$ cat config.mk
export PLATFORM = sky130hd
export DESIGN_NAME = apu_frame_sequencer_flat
export DESIGN_NICKNAME = d
export VERILOG_FILES = /design/src/rtl/apu_frame_sequencer_if.sv /design/src/rtl/apu_frame_sequencer.sv /design/src/flat_wrapper.sv
export SDC_FILE = /design/constraint.sdc
export NUM_CORES = 1
export LEC_CHECK = 0
export ABC_AREA = 1
export BUFFER_PORTS_ARGS = -buffer_cell sky130_fd_sc_hd__buf_2
export CAP_MARGIN = 20
export CORE_MARGIN = 10
export CORE_UTILIZATION = 41
export CTS_CLUSTER_DIAMETER = 30
export CTS_CLUSTER_SIZE = 10
export DETAILED_ROUTE_END_ITERATION = 6
export GPL_TIMING_DRIVEN = 0
export PLACE_DENSITY = 0.61
export SYNTH_ARGS = -nofsm -noshare
export SYNTH_HDL_FRONTEND = slang
export SYNTH_SLANG_ARGS = --single-unit
$ cat constraint.sdc
create_clock -name clk -period 2.9 [get_ports clk]
set_clock_uncertainty 0.05 [all_clocks]
set_input_delay 0.29 -clock clk [delete_from_list [all_inputs] [get_ports clk]]
set_output_delay 0.29 -clock clk [all_outputs]
set_load 0.05 [all_outputs]
$ cat src/rtl/apu_frame_sequencer_if.sv
`default_nettype none
// ============================================================================
// Module   : apu_frame_sequencer_if
// Brief    : CPU register strobes in, frame strobes / IRQ / mode status out.
// Revision : 1.0 - initial release
// ============================================================================
interface apu_frame_sequencer_if;
    logic       wr_4017;
    logic [7:0] wr_data;
    logic       rd_4015;
    logic       quarter_frame;
    logic       half_frame;
    logic       frame_irq;
    logic       mode5;

    modport master (
        output wr_4017, wr_data, rd_4015,
        input  quarter_frame, half_frame, frame_irq, mode5
    );

    modport slave (
        input  wr_4017, wr_data, rd_4015,
        output quarter_frame, half_frame, frame_irq, mode5
    );
endinterface
`default_nettype wire

$ cat src/rtl/apu_frame_sequencer.sv
`default_nettype none
// ============================================================================
// Module   : apu_frame_sequencer
// Brief    : APU frame counter - quarter/half frame strobes and frame IRQ.
// Revision : 1.0 - initial release
// ============================================================================
module apu_frame_sequencer #(
    parameter int STEP1   = 7457,
    parameter int STEP2   = 14913,
    parameter int STEP3   = 22371,
    parameter int STEP4   = 29829,
    parameter int PERIOD4 = 29830,
    parameter int STEP5   = 37281,
    parameter int PERIOD5 = 37282,
    parameter int CW      = 16
) (
    input  wire logic             clk,
    input  wire logic             rst,
    apu_frame_sequencer_if.slave  bus
);

    localparam logic [CW-1:0] c_step1    = CW'(STEP1);
    localparam logic [CW-1:0] c_step2    = CW'(STEP2);
    localparam logic [CW-1:0] c_step3    = CW'(STEP3);
    localparam logic [CW-1:0] c_step4    = CW'(STEP4);
    localparam logic [CW-1:0] c_step5    = CW'(STEP5);
    localparam logic [CW-1:0] c_last4    = CW'(PERIOD4 - 1);
    localparam logic [CW-1:0] c_prelast4 = CW'(PERIOD4 - 2);
    localparam logic [CW-1:0] c_last5    = CW'(PERIOD5 - 1);
    localparam logic [CW-1:0] c_one      = CW'(1);
    localparam logic [2:0]    c_dly_even = 3'd3;
    localparam logic [2:0]    c_dly_odd  = 3'd4;

    logic [CW-1:0] r_cyc;
    logic [2:0]    r_dly;
    logic          r_mode5;
    logic          r_irq_inhibit;
    logic          r_frame_irq;
    logic          r_quarter;
    logic          r_half;
    logic          r_phase;
    logic          r_wrapped4;
    logic          r_pend_mode;
    logic          r_kick;

    logic          w_last;
    logic          w_apply;
    logic          w_quarter_hit;
    logic          w_half_hit;
    logic          w_irq_set;
    logic          w_irq_next;

    assign w_last = r_mode5 ? (r_cyc == c_last5) : (r_cyc == c_last4);

    // A new write landing on the final delay tick restarts the delay instead.
    assign w_apply = (r_dly == 3'd1) && !bus.wr_4017;

    assign w_quarter_hit = (r_cyc == c_step1) || (r_cyc == c_step2) || (r_cyc == c_step3)
                         || (!r_mode5 && (r_cyc == c_step4))
                         || ( r_mode5 && (r_cyc == c_step5));

    assign w_half_hit = (r_cyc == c_step2)
                      || (!r_mode5 && (r_cyc == c_step4))
                      || ( r_mode5 && (r_cyc == c_step5));

    assign w_irq_set = !r_mode5 && !r_irq_inhibit
                     && ((r_cyc == c_prelast4) || (r_cyc == c_last4) || r_wrapped4);

    // Inhibit write beats a set, and a set beats a status-read clear.
    always_comb begin
        w_irq_next = r_frame_irq;
        if (bus.wr_4017 && bus.wr_data[6]) begin
            w_irq_next = 1'b0;
        end else if (w_irq_set) begin
            w_irq_next = 1'b1;
        end else if (bus.rd_4015) begin
            w_irq_next = 1'b0;
        end
    end

    always_ff @(posedge clk) begin
        if (rst) begin
            r_cyc         <= '0;
            r_dly         <= '0;
            r_mode5       <= 1'b0;
            r_irq_inhibit <= 1'b0;
            r_frame_irq   <= 1'b0;
            r_quarter     <= 1'b0;
            r_half        <= 1'b0;
            r_phase       <= 1'b0;
            r_wrapped4    <= 1'b0;
            r_pend_mode   <= 1'b0;
            r_kick        <= 1'b0;
        end else begin
            r_phase     <= ~r_phase;
            r_wrapped4  <= !r_mode5 && (r_cyc == c_last4);
            r_frame_irq <= w_irq_next;
            r_kick      <= w_apply && r_pend_mode;
            r_quarter   <= w_quarter_hit || r_kick;
            r_half      <= w_half_hit || r_kick;

            if (w_apply || w_last) begin
                r_cyc <= '0;
            end else begin
                r_cyc <= r_cyc + c_one;
            end

            if (w_apply) begin
                r_mode5 <= r_pend_mode;
            end

            if (bus.wr_4017) begin
                r_irq_inhibit <= bus.wr_data[6];
                r_pend_mode   <= bus.wr_data[7];
                r_dly         <= r_phase ? c_dly_odd : c_dly_even;
            end else if (r_dly != 3'd0) begin
                r_dly <= r_dly - 3'd1;
            end
        end
    end

    assign bus.quarter_frame = r_quarter;
    assign bus.half_frame    = r_half;
    assign bus.frame_irq     = r_frame_irq;
    assign bus.mode5         = r_mode5;

endmodule
`default_nettype wire

$ cat src/flat_wrapper.sv
// flat-port wrapper written by rule: the top's interface ports become plain ports
module apu_frame_sequencer_flat 
#(
    parameter int STEP1   = 7457,
    parameter int STEP2   = 14913,
    parameter int STEP3   = 22371,
    parameter int STEP4   = 29829,
    parameter int PERIOD4 = 29830,
    parameter int STEP5   = 37281,
    parameter int PERIOD5 = 37282,
    parameter int CW      = 16
)
  (clk, rst, bus_wr_4017, bus_wr_data, bus_rd_4015, bus_quarter_frame, bus_half_frame, bus_frame_irq, bus_mode5);
  apu_frame_sequencer_if bus_i ();
  input  wire logic clk;
  input  wire logic rst;
  input wire logic [$bits(bus_i.wr_4017)-1:0] bus_wr_4017;
  input wire logic [$bits(bus_i.wr_data)-1:0] bus_wr_data;
  input wire logic [$bits(bus_i.rd_4015)-1:0] bus_rd_4015;
  output wire logic [$bits(bus_i.quarter_frame)-1:0] bus_quarter_frame;
  output wire logic [$bits(bus_i.half_frame)-1:0] bus_half_frame;
  output wire logic [$bits(bus_i.frame_irq)-1:0] bus_frame_irq;
  output wire logic [$bits(bus_i.mode5)-1:0] bus_mode5;
  assign bus_i.wr_4017 = bus_wr_4017;
  assign bus_i.wr_data = bus_wr_data;
  assign bus_i.rd_4015 = bus_rd_4015;
  assign bus_quarter_frame = bus_i.quarter_frame;
  assign bus_half_frame = bus_i.half_frame;
  assign bus_frame_irq = bus_i.frame_irq;
  assign bus_mode5 = bus_i.mode5;
  apu_frame_sequencer #(.STEP1(STEP1), .STEP2(STEP2), .STEP3(STEP3), .STEP4(STEP4), .PERIOD4(PERIOD4), .STEP5(STEP5), .PERIOD5(PERIOD5), .CW(CW)) u_core (.clk(clk), .rst(rst), .bus(bus_i));
endmodule
Yosys cells after proc, flatten, opt, wreduce, memory -nomap -nowiden
Index checks and enable logic that the tools add are counted.

word-level totals
  flip-flop bits (word level) = 28
  input port bits = 12
  output and inout port bits = 4
  word-level logic and storage cells = 53

operators by class
  add/sub/neg operators = 2
  equal/unequal tests = 7
  mux-type cells = 6
  bitwise gates (word level) = 1
  reduce and logical (&&, ||, !) cells = 26

operators with widths
  kind                                                                 count
  16-bit by 15-bit == test with 1-bit output (second input constant)   3
  16-bit by 1-bit adder with 16-bit output (second input constant)     1
  16-bit by 13-bit == test with 1-bit output (second input constant)   1
  16-bit by 14-bit == test with 1-bit output (second input constant)   1
  16-bit == test (second input constant)                               1
  1-bit logical OR                                                     11
  3-bit two-way mux                                                    3
  1-bit logical AND                                                    7
  2-bit nonzero test                                                   2
  2-bit OR reduction                                                   2
  3-bit by 1-bit == test with 1-bit output (second input constant)     1
  1-bit zero test                                                      3
  1-bit two-way mux                                                    3
  3-bit nonzero test                                                   1
  3-bit by 1-bit subtractor with 3-bit output (second input constant)  1
  1-bit NOT                                                            1

Logic depth before layout (Yosys ltp)
  depth after elaboration = 6
  gate-level depth with buffers = 8
  gate-level depth less buffers = 8

Worst setup path before layout
Ideal clock, no wire load.

  kind = register to register
  from = register u_core.r_mode5 (netlist: u_core.bus.mode5)
  to = register u_core.r_cyc[2]
  library setup time = 0.116 ns
  arrival = 1.315 ns
  setup slack = 1.419 ns
  stages on the path, launching flop included = 7
  clock period less this slack = 1.481 ns
  cell sequence = dfxtp_1 > nand3_1 > nor2_1 > nand3_2 > nand4_4 > buf_6 > nor2_1

between the ends
  cells in the longest elaborated chain, start to end = 3

RTL lines
  what                          RTL line                    RTL
  from (decl)                   apu_frame_sequencer.sv:36   logic r_mode5;
  from (signal assigned)        apu_frame_sequencer.sv:109  r_mode5 <= r_pend_mode;
  1-bit two-way mux             apu_frame_sequencer.sv:53   assign w_last = r_mode5 ? (r_cyc == c_last5) : (r_cyc == c_last4);
  1-bit logical OR              apu_frame_sequencer.sv:102  if (w_apply || w_last) begin
  2-bit OR reduction (no line)  -
  to (signal assigned)          apu_frame_sequencer.sv:105  r_cyc <= r_cyc + c_one;
  to (decl)                     apu_frame_sequencer.sv:34   logic [CW-1:0] r_cyc;

No other way between the ends.
A chain may end at the register's enable or synchronous reset.

Worst setup path in the final report
  from = register u_core.r_cyc[0]
  to = register u_core.r_cyc[14]

between the ends
  cells in the longest elaborated chain, start to end = 4
  elaborated cells between the ends (all ways) = 6

RTL lines
  what
  branches (longest 4 deep; another with 16-bit by 1-bit adder with 16-bit output)

Several ways; the timed one is not identified.

==> impl_metrics.ini <==
[clock_network]
cts-resized-gates = 0
ctsLongestPathBuffers = 2
cts_tree = done
post_cts_buffers = 0
cts_root_buf = clkbuf_8
cts-htree-levels = 1
numCtsBuffers = 3
hold_buffers = 0
clk_pin_slew_worst_paths_ns = 0.10
numClockSinks = 28
clk-insertion-delay-late_ns = 0.28

[timing]
tightest_slew_ns = 0.339
rsz0062_at_grt = false
hold_viol = 0
max_slew_margin = 0.774
hold_ws_ns = 0.180
fin_crit_sh = 0.549
setup_viol = 0
min_period_ns = 1.59
fmaxAchievable_ghz = 0.628
tns_ns = 0
slew_violations = 0

[pwr]
p_leak_uw = 0.000625
powerDensity_nw_per_um2 = 467
peakVddDrop_uv = 220

[setup_path]
cp-start-kind = flop
r2r-end = u_core.r_cyc[14]$_SDFF_PP0_
crit_path_end_kind = flop
crit_end = u_core.r_cyc[14]$_SDFF_PP0_
crit_type = flop to flop
required_ns = 3.06
crit_fanout = 5
worstRegToRegCells = 7
r2r_start = u_core.r_cyc[0]$_SDFF_PP0_
regToRegSetupSlack_ns = 1.31
worstSetupStartpoint = u_core.r_cyc[0]$_SDFF_PP0_
worstPathArrival_ns = 1.75

[routing]
num_vias = 1276
drt_iter0_drc = 64
ant_nets = 0
met3_length_um = 142
dr.pass1.iters = 5
wirelength_um = 2980
drc = 0
viasPerCell = 4.64
wl_met2_um = 1410
wl_met1_um = 1400
wl_per_cell_um = 10.8
highest_layer = met4

[cells_and_area]
drive_gt1_frac = 0.115
fin_util = 0.468
syn2layout_area_growth_pct = 11.2
multi_input_area_um2 = 827
fill_cells = 382
layout.cells.non_filler = 275
fin_nets = 246
seqCellArea_um2 = 561
diodes = 0

[grt]
grt_max_degree = 17
antenna_found_initial = 0
grt_remaining_overflow = 0
grt_pass1_wl_um = 5120
grt_pass1_vias = 1177
grt_usage = 0.0958

[yosys]
synth-seq-cells = 28
syn_nets = 233
synthCells = 215
yosysUniqueCellTypes = 23
yosys.area.top_type = dfxtp_1
syn-cell-area_um2 = 1530
synth_area_leaders = dfxtp_1 (37%), nor2_1 (13%), inv_1 (7.8%)
yosys_warnings = 0
yosysTopAreaCellShare = 0.366
yosysSeqAreaShare = 0.366
syn_avg_cell_area_um2 = 7.12

[floorplan]
core_um2 = 3630
die_width_um = 81.1
initial_utilization = 0.421
num_io_pins = 16
dieArea_um2 = 6580
row_count = 22
fp.dieH_um = 81.1

[placement]
gp_congestion = 0.916
dpl.cell_count = 271
io_buffers = 8
place.detailed.hpwl_um = 2380

[min_path]
hold_class = input port to flop

[outcome]
status = finished, final reports clean

[run]
max_cap_viol_count = 0
registers in the layout, summed over array words and instances (netlist names):
register / count
u_core.bus.frame_irq: 1
u_core.r_pend_mode: 1
u_core.r_cyc: 16
u_core.r_dly: 3
u_core.r_wrapped4: 1
u_core.bus.mode5: 1
u_core.r_phase: 1
u_core.bus.half_frame: 1
u_core.bus.quarter_frame: 1
u_core.r_kick: 1
u_core.r_irq_inhibit: 1
per-layer routing:
layer	vias to the layer above	track usage
li1	685	-
met1	565	0.120
met2	22	0.165
met3	4	0.0166
met4	0	0.0260
met5	-	0
worst max-delay path, stage by stage, from the launching register on:
cell and delay, ns:
dfxtp_1 0.43, ha_1 0.26, nand3_1 0.19, nor2_1 0.21, nand3_1 0.11, xor2_1 0.15
inv_1 0.05, nor2_1 0.09
synthesized netlist by cell type:
master,instances
a21oi_1,7
and2_1,1
buf_6,1
clkbuf_1,1
dfxtp_1,28
ha_1,6
inv_1,32
inv_2,2
nand2_1,28
nand2_2,1
nand3_1,19
nand3_2,2
nand3_4,1
nand4_1,1
nand4_4,1
nor2_1,51
nor2_2,2
nor2_4,3
nor3_1,9
nor3_2,1
o21ai_0,3
xnor2_1,2
xor2_1,13
placed cells by master (no fill, tap or decap), drive strengths merged:
master | Yosys | routed
nand3 | 22 | 22
buf | 1 | 9
inv | 34 | 34
ha | 6 | 6
nor3 | 10 | 10
bufinv | 0 | 1
a21oi | 7 | 7
nand4 | 2 | 2
o21ai | 3 | 3
xnor2 | 2 | 2
xor2 | 13 | 13
and2 | 1 | 1
nand2 | 29 | 29
dfxtp | 28 | 28
clkbuf | 1 | 4
nor2 | 56 | 56
stage by stage:
step                      setup WS, ns  total power (uW)  area [um^2]
final                             1.31               794         1700
after global routing              1.15               832         1700
after CTS                         1.30               804         1700
after detailed placement          1.32               495         1630
after global placement            1.34               493         1630
after floorplan                   1.42               477         1530
kinds of logic after synthesis:
group	Yosys count	synth area share
AO/OA/AOI/OAI	10	0.0327
buffers and inverters	36	0.0932
adder cells (fa/ha/maj)	6	0.0491
AND/OR/NAND/NOR	120	0.373
XOR/XNOR	15	0.0859
flip-flops	28	0.366
cell type report:
class / instances / area share
buffer: 2 / 0.00882
clock buffer: 3 / 0.0243
clock inverter: 1 / 0.0176
inverter: 34 / 0.0750
multi-input combinational: 151 / 0.486
sequential: 28 / 0.329
tap: 48 / 0.0353
timing repair buffer: 8 / 0.0235
power breakdown:
| part | internal (uW) | switching (uW) |
|---|---|---|
| clock network | 185 | 125 |
| registers | 398 | 11.4 |
| logic | 29.7 | 45.6 |
| total | 613 | 182 |
worst min-delay path by stage:
stage | start | end | slack (ns) | cells after the start
detailed placement | u_core.r_phase$_SDFF_PP0_ | u_core.r_phase$_SDFF_PP0_ | 0.36 | 1
floorplan | u_core.r_phase$_SDFF_PP0_ | u_core.r_phase$_SDFF_PP0_ | 0.34 | 1
CTS | bus_wr_data[7] | u_core.r_pend_mode$_SDFFE_PP0P_ | 0.18 | 3
finish | bus_wr_data[7] | u_core.r_pend_mode$_SDFFE_PP0P_ | 0.18 | 3
global route | bus_wr_data[6] | u_core.bus.frame_irq$_SDFFE_PP0P_ | 0.21 | 4
global placement | u_core.r_phase$_SDFF_PP0_ | u_core.r_phase$_SDFF_PP0_ | 0.36 | 1
No activity file was read; power rests on OpenSTA's default activity.
